==> src/rtl/my_cpu_pkg.sv <==
// Shared definitions for the execute sequencer: instruction field layout,
// the ALU opclass code, and the sequencer state encoding.
package my_cpu_pkg;

    localparam int DATA_W_DEF = 16;

    localparam int OPC_HI = 15;
    localparam int OPC_LO = 12;
    localparam int RD_HI  = 11;
    localparam int RD_LO  = 8;
    localparam int FN_HI  = 7;
    localparam int FN_LO  = 4;
    localparam int RB_HI  = 3;
    localparam int RB_LO  = 0;

    localparam logic [3:0] OPC_ALU = 4'b0000;

    typedef enum logic [1:0] {
        ST_IDLE = 2'd0,
        ST_READ = 2'd1,
        ST_EXEC = 2'd2,
        ST_WB   = 2'd3
    } state_e;

endpackage

==> src/rtl/my_regfile.sv <==
// Register file with NREG x DATA_W entries, two operand read ports, one
// debug read port, and one synchronous write port. Reset clears every entry.
module my_regfile #(
    parameter int DATA_W = 16,
    parameter int NREG   = 16,
    localparam int AW    = $clog2(NREG)
) (
    input  logic              clk_i,
    input  logic              rst_i,
    input  logic              we_i,
    input  logic [AW-1:0]     waddr_i,
    input  logic [DATA_W-1:0] wdata_i,
    input  logic [AW-1:0]     ra_addr_i,
    input  logic [AW-1:0]     rb_addr_i,
    input  logic [AW-1:0]     dbg_addr_i,
    output logic [DATA_W-1:0] ra_data_o,
    output logic [DATA_W-1:0] rb_data_o,
    output logic [DATA_W-1:0] dbg_data_o
);

    logic [DATA_W-1:0] mem_q [NREG];

    // NOTE: every entry must read as zero after reset, so the array is cleared
    // under reset; this forces flops rather than a RAM macro, which is fine at 16 entries.
    always_ff @(posedge clk_i or posedge rst_i) begin
        if (rst_i) begin
            for (int i = 0; i < NREG; i++) begin
                mem_q[i] <= '0;
            end
        end else if (we_i) begin
            mem_q[waddr_i] <= wdata_i;
        end
    end

    assign ra_data_o  = mem_q[ra_addr_i];
    assign rb_data_o  = mem_q[rb_addr_i];
    assign dbg_data_o = mem_q[dbg_addr_i];

endmodule

==> src/rtl/my_alu_exec_seq.sv <==
// Four-cycle execute sequencer: accept, read operands, capture the ALU result,
// write back R[Rd] <= R[Rd] op R[Rb]. Preloads share the write port while idle.
module my_alu_exec_seq
    import my_cpu_pkg::*;
#(
    parameter int DATA_W = DATA_W_DEF,
    parameter int NREG   = 16
) (
    input  logic              CLK,
    input  logic              RST,
    input  logic [15:0]       IR_IN,
    input  logic              IR_VALID,
    output logic              IR_READY,
    output logic [15:0]       IR_Q,
    input  logic              IS_ALU,
    output logic [DATA_W-1:0] ALU_A,
    output logic [DATA_W-1:0] ALU_B,
    input  logic [DATA_W-1:0] ALU_R,
    input  logic              LD_EN,
    input  logic [3:0]        LD_ADDR,
    input  logic [DATA_W-1:0] LD_DATA,
    input  logic [3:0]        DBG_ADDR,
    output logic [DATA_W-1:0] DBG_DATA,
    output logic              DONE,
    output logic              ERR,
    output logic              BUSY
);

    state_e            state_q;
    logic [15:0]       ir_q;
    logic [DATA_W-1:0] alu_a_q;
    logic [DATA_W-1:0] alu_b_q;
    logic [DATA_W-1:0] result_q;
    logic              done_q;
    logic              err_q;

    logic [DATA_W-1:0] ra_data;
    logic [DATA_W-1:0] rb_data;
    logic              wr_en_d;
    logic [3:0]        wr_addr_d;
    logic [DATA_W-1:0] wr_data_d;

    // Write-port arbitration: preload only while idle, write-back only in WB.
    // The two never overlap, so no priority decision is needed.
    // NOTE: every signal gets a default first so no path through the block infers a latch.
    always_comb begin
        wr_en_d   = 1'b0;
        wr_addr_d = LD_ADDR;
        wr_data_d = LD_DATA;
        if (state_q == ST_WB) begin
            wr_en_d   = 1'b1;
            wr_addr_d = ir_q[RD_HI:RD_LO];
            wr_data_d = result_q;
        end else if (state_q == ST_IDLE && LD_EN) begin
            wr_en_d   = 1'b1;
        end
    end

    my_regfile #(
        .DATA_W (DATA_W),
        .NREG   (NREG)
    ) u_regfile (
        .clk_i      (CLK),
        .rst_i      (RST),
        .we_i       (wr_en_d),
        .waddr_i    (wr_addr_d),
        .wdata_i    (wr_data_d),
        .ra_addr_i  (ir_q[RD_HI:RD_LO]),
        .rb_addr_i  (ir_q[RB_HI:RB_LO]),
        .dbg_addr_i (DBG_ADDR),
        .ra_data_o  (ra_data),
        .rb_data_o  (rb_data),
        .dbg_data_o (DBG_DATA)
    );

    // NOTE: all state is updated with non-blocking assignments so every flop
    // samples pre-edge values, independent of statement order.
    always_ff @(posedge CLK or posedge RST) begin
        if (RST) begin
            state_q  <= ST_IDLE;
            ir_q     <= '0;
            alu_a_q  <= '0;
            alu_b_q  <= '0;
            result_q <= '0;
            done_q   <= 1'b0;
            err_q    <= 1'b0;
        end else begin
            done_q <= 1'b0;
            err_q  <= 1'b0;
            case (state_q)
                ST_IDLE: begin
                    if (IR_VALID) begin
                        ir_q    <= IR_IN;
                        state_q <= ST_READ;
                    end
                end
                ST_READ: begin
                    if (!IS_ALU) begin
                        err_q   <= 1'b1;
                        state_q <= ST_IDLE;
                    end else begin
                        alu_a_q <= ra_data;
                        alu_b_q <= rb_data;
                        state_q <= ST_EXEC;
                    end
                end
                ST_EXEC: begin
                    result_q <= ALU_R;
                    state_q  <= ST_WB;
                end
                ST_WB: begin
                    done_q  <= 1'b1;
                    state_q <= ST_IDLE;
                end
                default: state_q <= ST_IDLE;
            endcase
        end
    end

    assign IR_READY = (state_q == ST_IDLE);
    assign BUSY     = (state_q != ST_IDLE);
    assign IR_Q     = ir_q;
    assign ALU_A    = alu_a_q;
    assign ALU_B    = alu_b_q;
    assign DONE     = done_q;
    assign ERR      = err_q;

endmodule

==> config.mk <==
export PLATFORM = sky130hd
export DESIGN_NAME = my_alu_exec_seq
export DESIGN_NICKNAME = d
export VERILOG_FILES = /design/src/rtl/my_cpu_pkg.sv /design/src/rtl/my_regfile.sv /design/src/rtl/my_alu_exec_seq.sv
export SDC_FILE = /design/constraint.sdc
export NUM_CORES = 1
export LEC_CHECK = 0
export BUFFER_PORTS_ARGS = -buffer_cell sky130_fd_sc_hd__buf_2
export CAP_MARGIN = 20
export CORE_AREA = 5 5 151 262
export DETAILED_ROUTE_END_ITERATION = 8
export DIE_AREA = 0 0 156 267
export PLACE_DENSITY = 0.67
export SYNTH_ARGS = -nofsm -noshare
export SYNTH_HDL_FRONTEND = slang
export SYNTH_SLANG_ARGS = --single-unit
==> constraint.sdc <==
create_clock -name CLK -period 14.9 [get_ports CLK]
set_input_delay 1.49 -clock CLK [delete_from_list [all_inputs] [get_ports CLK]]
set_output_delay 1.49 -clock CLK [all_outputs]
set_load 0.01 [all_outputs]
Yosys cells after proc, flatten, opt, wreduce, memory -nomap -nowiden
Cells that the tools add are included.

operators by class
  magnitude comparators = 5
  equal/unequal tests = 4
  mux-type cells = 22
  bitwise gates (word level) = 4
  reductions and logical operators = 6

operator list
  kind                                                         count
  bitwise mux 256 bit                                          1
  binary-select mux 16 bit (select 4 bit)                      3
  2-to-1 mux 16 bit                                            8
  demux 16 bit (select 4 bit)                                  1
  >= comparator 5 bit (second input constant)                  4
  NOT 4 -> 5 bit                                               4
  case mux 2 bit (4 select lines)                              1
  less-than comparator 5 x 1 -> 1 bit (second input constant)  1
  2-to-1 mux 1 bit                                             5
  equality test 2 bit (second input constant)                  2
  2-to-1 mux 2 bit                                             2
  2-to-1 mux 4 bit                                             1
  AND reduction 2 bit                                          2
  equality test 2 x 1 -> 1 bit (second input constant)         1
  logical AND 1 bit                                            2
  zero test 2 bit                                              1
  inequality test 2 bit (second input constant)                1
  nonzero test 2 bit                                           1

storage, ports and cells
  flip-flop bits (word level) = 324
  bits of input ports = 61
  output and inout bits = 68
  word-level logic and storage cells = 64

Depth between registers and ports, before layout
  word-level depth = 8
  gate-level depth with buffers = 7
  mapped depth without buffers = 5

Cells and area by module
From an unflattened synthesis, not the netlist that was laid out.

second synthesis, totals
  cell total of the unflattened synthesis = 1159
  area, all modules = 18047.3 µm²

by module, submodules not included
  module           times used  cells each  area an instance (µm²)  sequential area each (µm²)
  my_regfile       1           986         15230.9                 6406.1
  my_alu_exec_seq  1           173         2816.5                  1701.6

Worst setup path before layout
No wires, ideal clock.

  path kind = input-to-output
  start point = input DBG_ADDR[1]
  end point = output DBG_DATA[0]
  arrival = 3.084 ns
  required time = 13.410 ns
  path slack = 10.326 ns
  cell stages on the path = 5
  buffers on the path = 3
  path through = buf_2 > buf_2 > buf_2 > mux4_2 > mux4_2

on the way
  longest elaborated chain between the ends = 4

ends and longest elaborated chain
  element                                               RTL line               text
  start, declared                                       my_alu_exec_seq.sv:22  input logic [3:0] DBG_ADDR,
  NOT 4 -> 5 bit (not written as such)                  my_regfile.sv:37       assign dbg_data_o = mem_q[dbg_addr_i];
  binary-select mux 16 bit (select 4 bit)               my_regfile.sv:37
  2-to-1 mux 16 bit (not written as such) (2 in a row)  my_regfile.sv:37
  end, declared                                         my_alu_exec_seq.sv:23  output logic [DATA_W-1:0] DBG_DATA,

Every way passes these cells. The select of a mux whose other input is x is not followed.

Worst setup path in the final report
  start point = input DBG_ADDR[1]
  end point = output DBG_DATA[6]

The elaborated chain is that of the path after synthesis.

==> results.md <==
- Clock skew: 0.0178 ns
- First-pass GRT wire length: 80,900 um
- Vias in the first global route: 12.5k
- Synth Register Bits: 324
- Detailed-route via count: 11.8k
- Slowest cell on crit path: buf_4
- Routed Wire Length: 53,300 um
- Crit path kind: in -> out
- Most numerous cell in the Yosys netlist: dfrtp_1
- CTS tree: built
- Initial antenna violation count: 0
- Final Power: 4.67 mW
- Placed Instance Area: 0.0192 sq mm
- CORE AREA: 0.0373 sq mm
- FP Rows: 94
- Slew margin rel.: 0.287
- Cell Pwr Density: 229 mW/mm^2
- R2R depth: 6
- Crit path to: DBG_DATA[6]
- Top cells by area in the synthesized netlist: dfrtp_1 (44%), mux4_2 (24%), mux2_2 (18%), mux2i_1 (3.2%), buf_2 (1.5%)
- I/O Pins: 129
- Slowest Stage Delay on Critical Path: 0.75 ns
- Setup TNS: 0 ns
- Cts repair resizes: 0
- Top FF cell, synth: dfrtp_1
- Distinct cells, synth: 50
- CTS root buffer: clkbuf_16
- CP Max Fanout: 64
- Commonest cells post-synth: dfrtp_1 (324), mux2_2 (300), mux4_2 (195)
- Fmax: 197 MHz
- DR pass1 iterations: 7
- Finished Cell Area: 0.0204 sq mm
- Synthesized area: 0.0183 sq mm
- CP cell instances: buf_4 > mux4_2 > mux4_2 > buf_2
- Outcome: complete, no violations
- Longest Clk Path Bufs: 3
- Synth top area share: 0.443
- Final core occ: 0.547
- Least-Margin Pin Slew: 1.07 ns
- Critical Path Source: DBG_ADDR[1]
- Critical Path Most Common Cell: mux4_2
- Final ANT Viol Nets: 0
- # setup viols final: 0
- R2R Path Start: state_q[0]
- # Post-CTS Setup Buffers: 0
- Die H: 267 um
- Final Hold Fails: 0
- CP required: 13.41 ns
- Worst Setup End Kind: output port
- RR Endpoint: u_regfile.mem_q[123]
- Worst Setup Start Kind: input port
- Pre-CTS WS: 9.51 ns
- Clock Sink Count: 324
- GRT Util Overall: 0.260
- Starting density of the core: 0.491
- H-tree Lvls: 2
- Buffers on Ports: 128
- Residual DRC: 0
- Worst-case vdd ir drop: 0.000187 V
- RSZ-0062 raised after global routing: false
- DIE AREA: 0.0417 sq mm
- Fin crit share: 0.341
- Drt via density: 6.73
- Avg Inst Size Synth: 15.7 sq um
- Max-slew violations: 0
- Layout cells sized above 1: 0.581
- Post-synth EDFFs: 0
- Arrival @ worst endpoint: 3.59 ns
- Worst-path clk slew: 0.06 ns
- Mapped Cells: 1,165
- Later-pin clock latency in the skew report: 0.53 ns
- Post-synth net total: 1,226
- Width of the die: 156 um
- Wirelength per Cell: 30.5 um
- Leakage Power: 8.70 nW
- MaxCap Viol Count: 0
- YS warnings: 0
- CTS buffer count: 34
- Synth area leader: dfrtp_1
- Final worst path period need: 5.08 ns
- Async SR Flop Fraction: 1.00
- Largest net degree at the start of global routing: 136
- Register area share after synthesis: 0.443
- # hold bufs at CTS: 0
- Reg2reg setup slack: 11.34 ns
- Global route total overflow: 0
- Final Wtd Congestion: 0.867
- P&R area growth vs syn: 11.3%
- Fill count: 3,027
- DRT iter0 DRCs: 790
- Final WS setup: 9.82 ns
- DPL Wire Length: 33,200 um
- NumNets Final: 1,301
- Min-delay worst type: reg -> reg
- N_diodes: 0
layout make-up:
type / count / area [sq um] / share of cell area
Multi-Input combinational cell: 726 / 9670 / 0.474
Inverter: 5 / 26.3 / 0.00129
Clock buffer: 50 / 1020 / 0.0503
Timing Repair Buffer: 149 / 823 / 0.0404
Sequential cell: 324 / 8120 / 0.399
Tap cell: 480 / 601 / 0.0295
Clock inverter: 12 / 116 / 0.00571
through the flow:
step / hold slack [ns] / instances
4_1_cts: 0.507 / 1745
5_1_grt: 0.522 / 1746
3_5_place_dp: 0.490 / 1683
2_1_floorplan: 0.474 / 1165
3_3_place_gp: 0.483 / 1683
6_report: 0.502 / 1746
state kept, by name, summed over array words and instances (netlist names), named ones only:
name and count:
result_q 16, DONE 1, state_q 1, u_regfile.mem_q 256, IR_Q 16, ALU_B 16, ERR 1, ALU_A 16
layer usage:
layer,vias up,GRT usage,part of all wire
met5,-,0,0
met4,0,0.101,0.041
met3,115,0.0391,0.064
met2,524,0.433,0.50
met1,6353,0.345,0.39
li1,4761,-,-
cell families (layout without fill, tap and decap cells):
kind of cell / after synthesis / in the layout / share of synthesized area
AO/OA/AOI/OAI: 88 / 88 / 0.0337
AND/OR/NAND/NOR: 59 / 59 / 0.0185
buffers and inverters: 115 / 216 / 0.0314
flip-flops: 324 / 324 / 0.443
multiplexers: 579 / 579 / 0.474
critical path: cells and delay by family:
family   cells  cell delay [ns]
mux          2             1.09
buf+inv      2             0.92
worst min path at each step:
stage                 startpoint  slack (ns)  cells past startpoint           end
CTS                      IR_Q[6]        0.51                      1       IR_Q[6]
detailed placement   result_q[1]        0.49                      1   result_q[1]
finish                   IR_Q[6]        0.50                      1       IR_Q[6]
floorplan           result_q[15]        0.47                      1  result_q[15]
global route         result_q[0]        0.52                      1   result_q[0]
global placement     result_q[8]        0.48                      1   result_q[8]
power by group:
part           internal [mW]  switching (mW)
Combinational           1.20           0.800
Sequential              1.30           0.505
Clock                  0.514           0.359
placed cells by master, fill, tap and decap left out, types with 5 or more instances in the layout:
cell type,netlist,layout
o211ai_1,11,11
clkbuf_8,0,5
mux4_2,195,195
a221oi_1,11,11
dfrtp_1,324,318
nand2_1,18,18
clkbuf_1,32,8
mux2_4,10,10
clkinv_2,0,8
nor2_4,0,5
nor2_1,5,5
mux2_1,15,15
buf_2,54,126
mux2_2,300,300
o21ai_0,32,32
mux2i_1,59,59
nor2b_1,8,7
a22oi_1,21,21
buf_4,17,22
nand2_2,5,5
clkbuf_16,0,37
No activity file was read; power rests on OpenSTA's default activity.
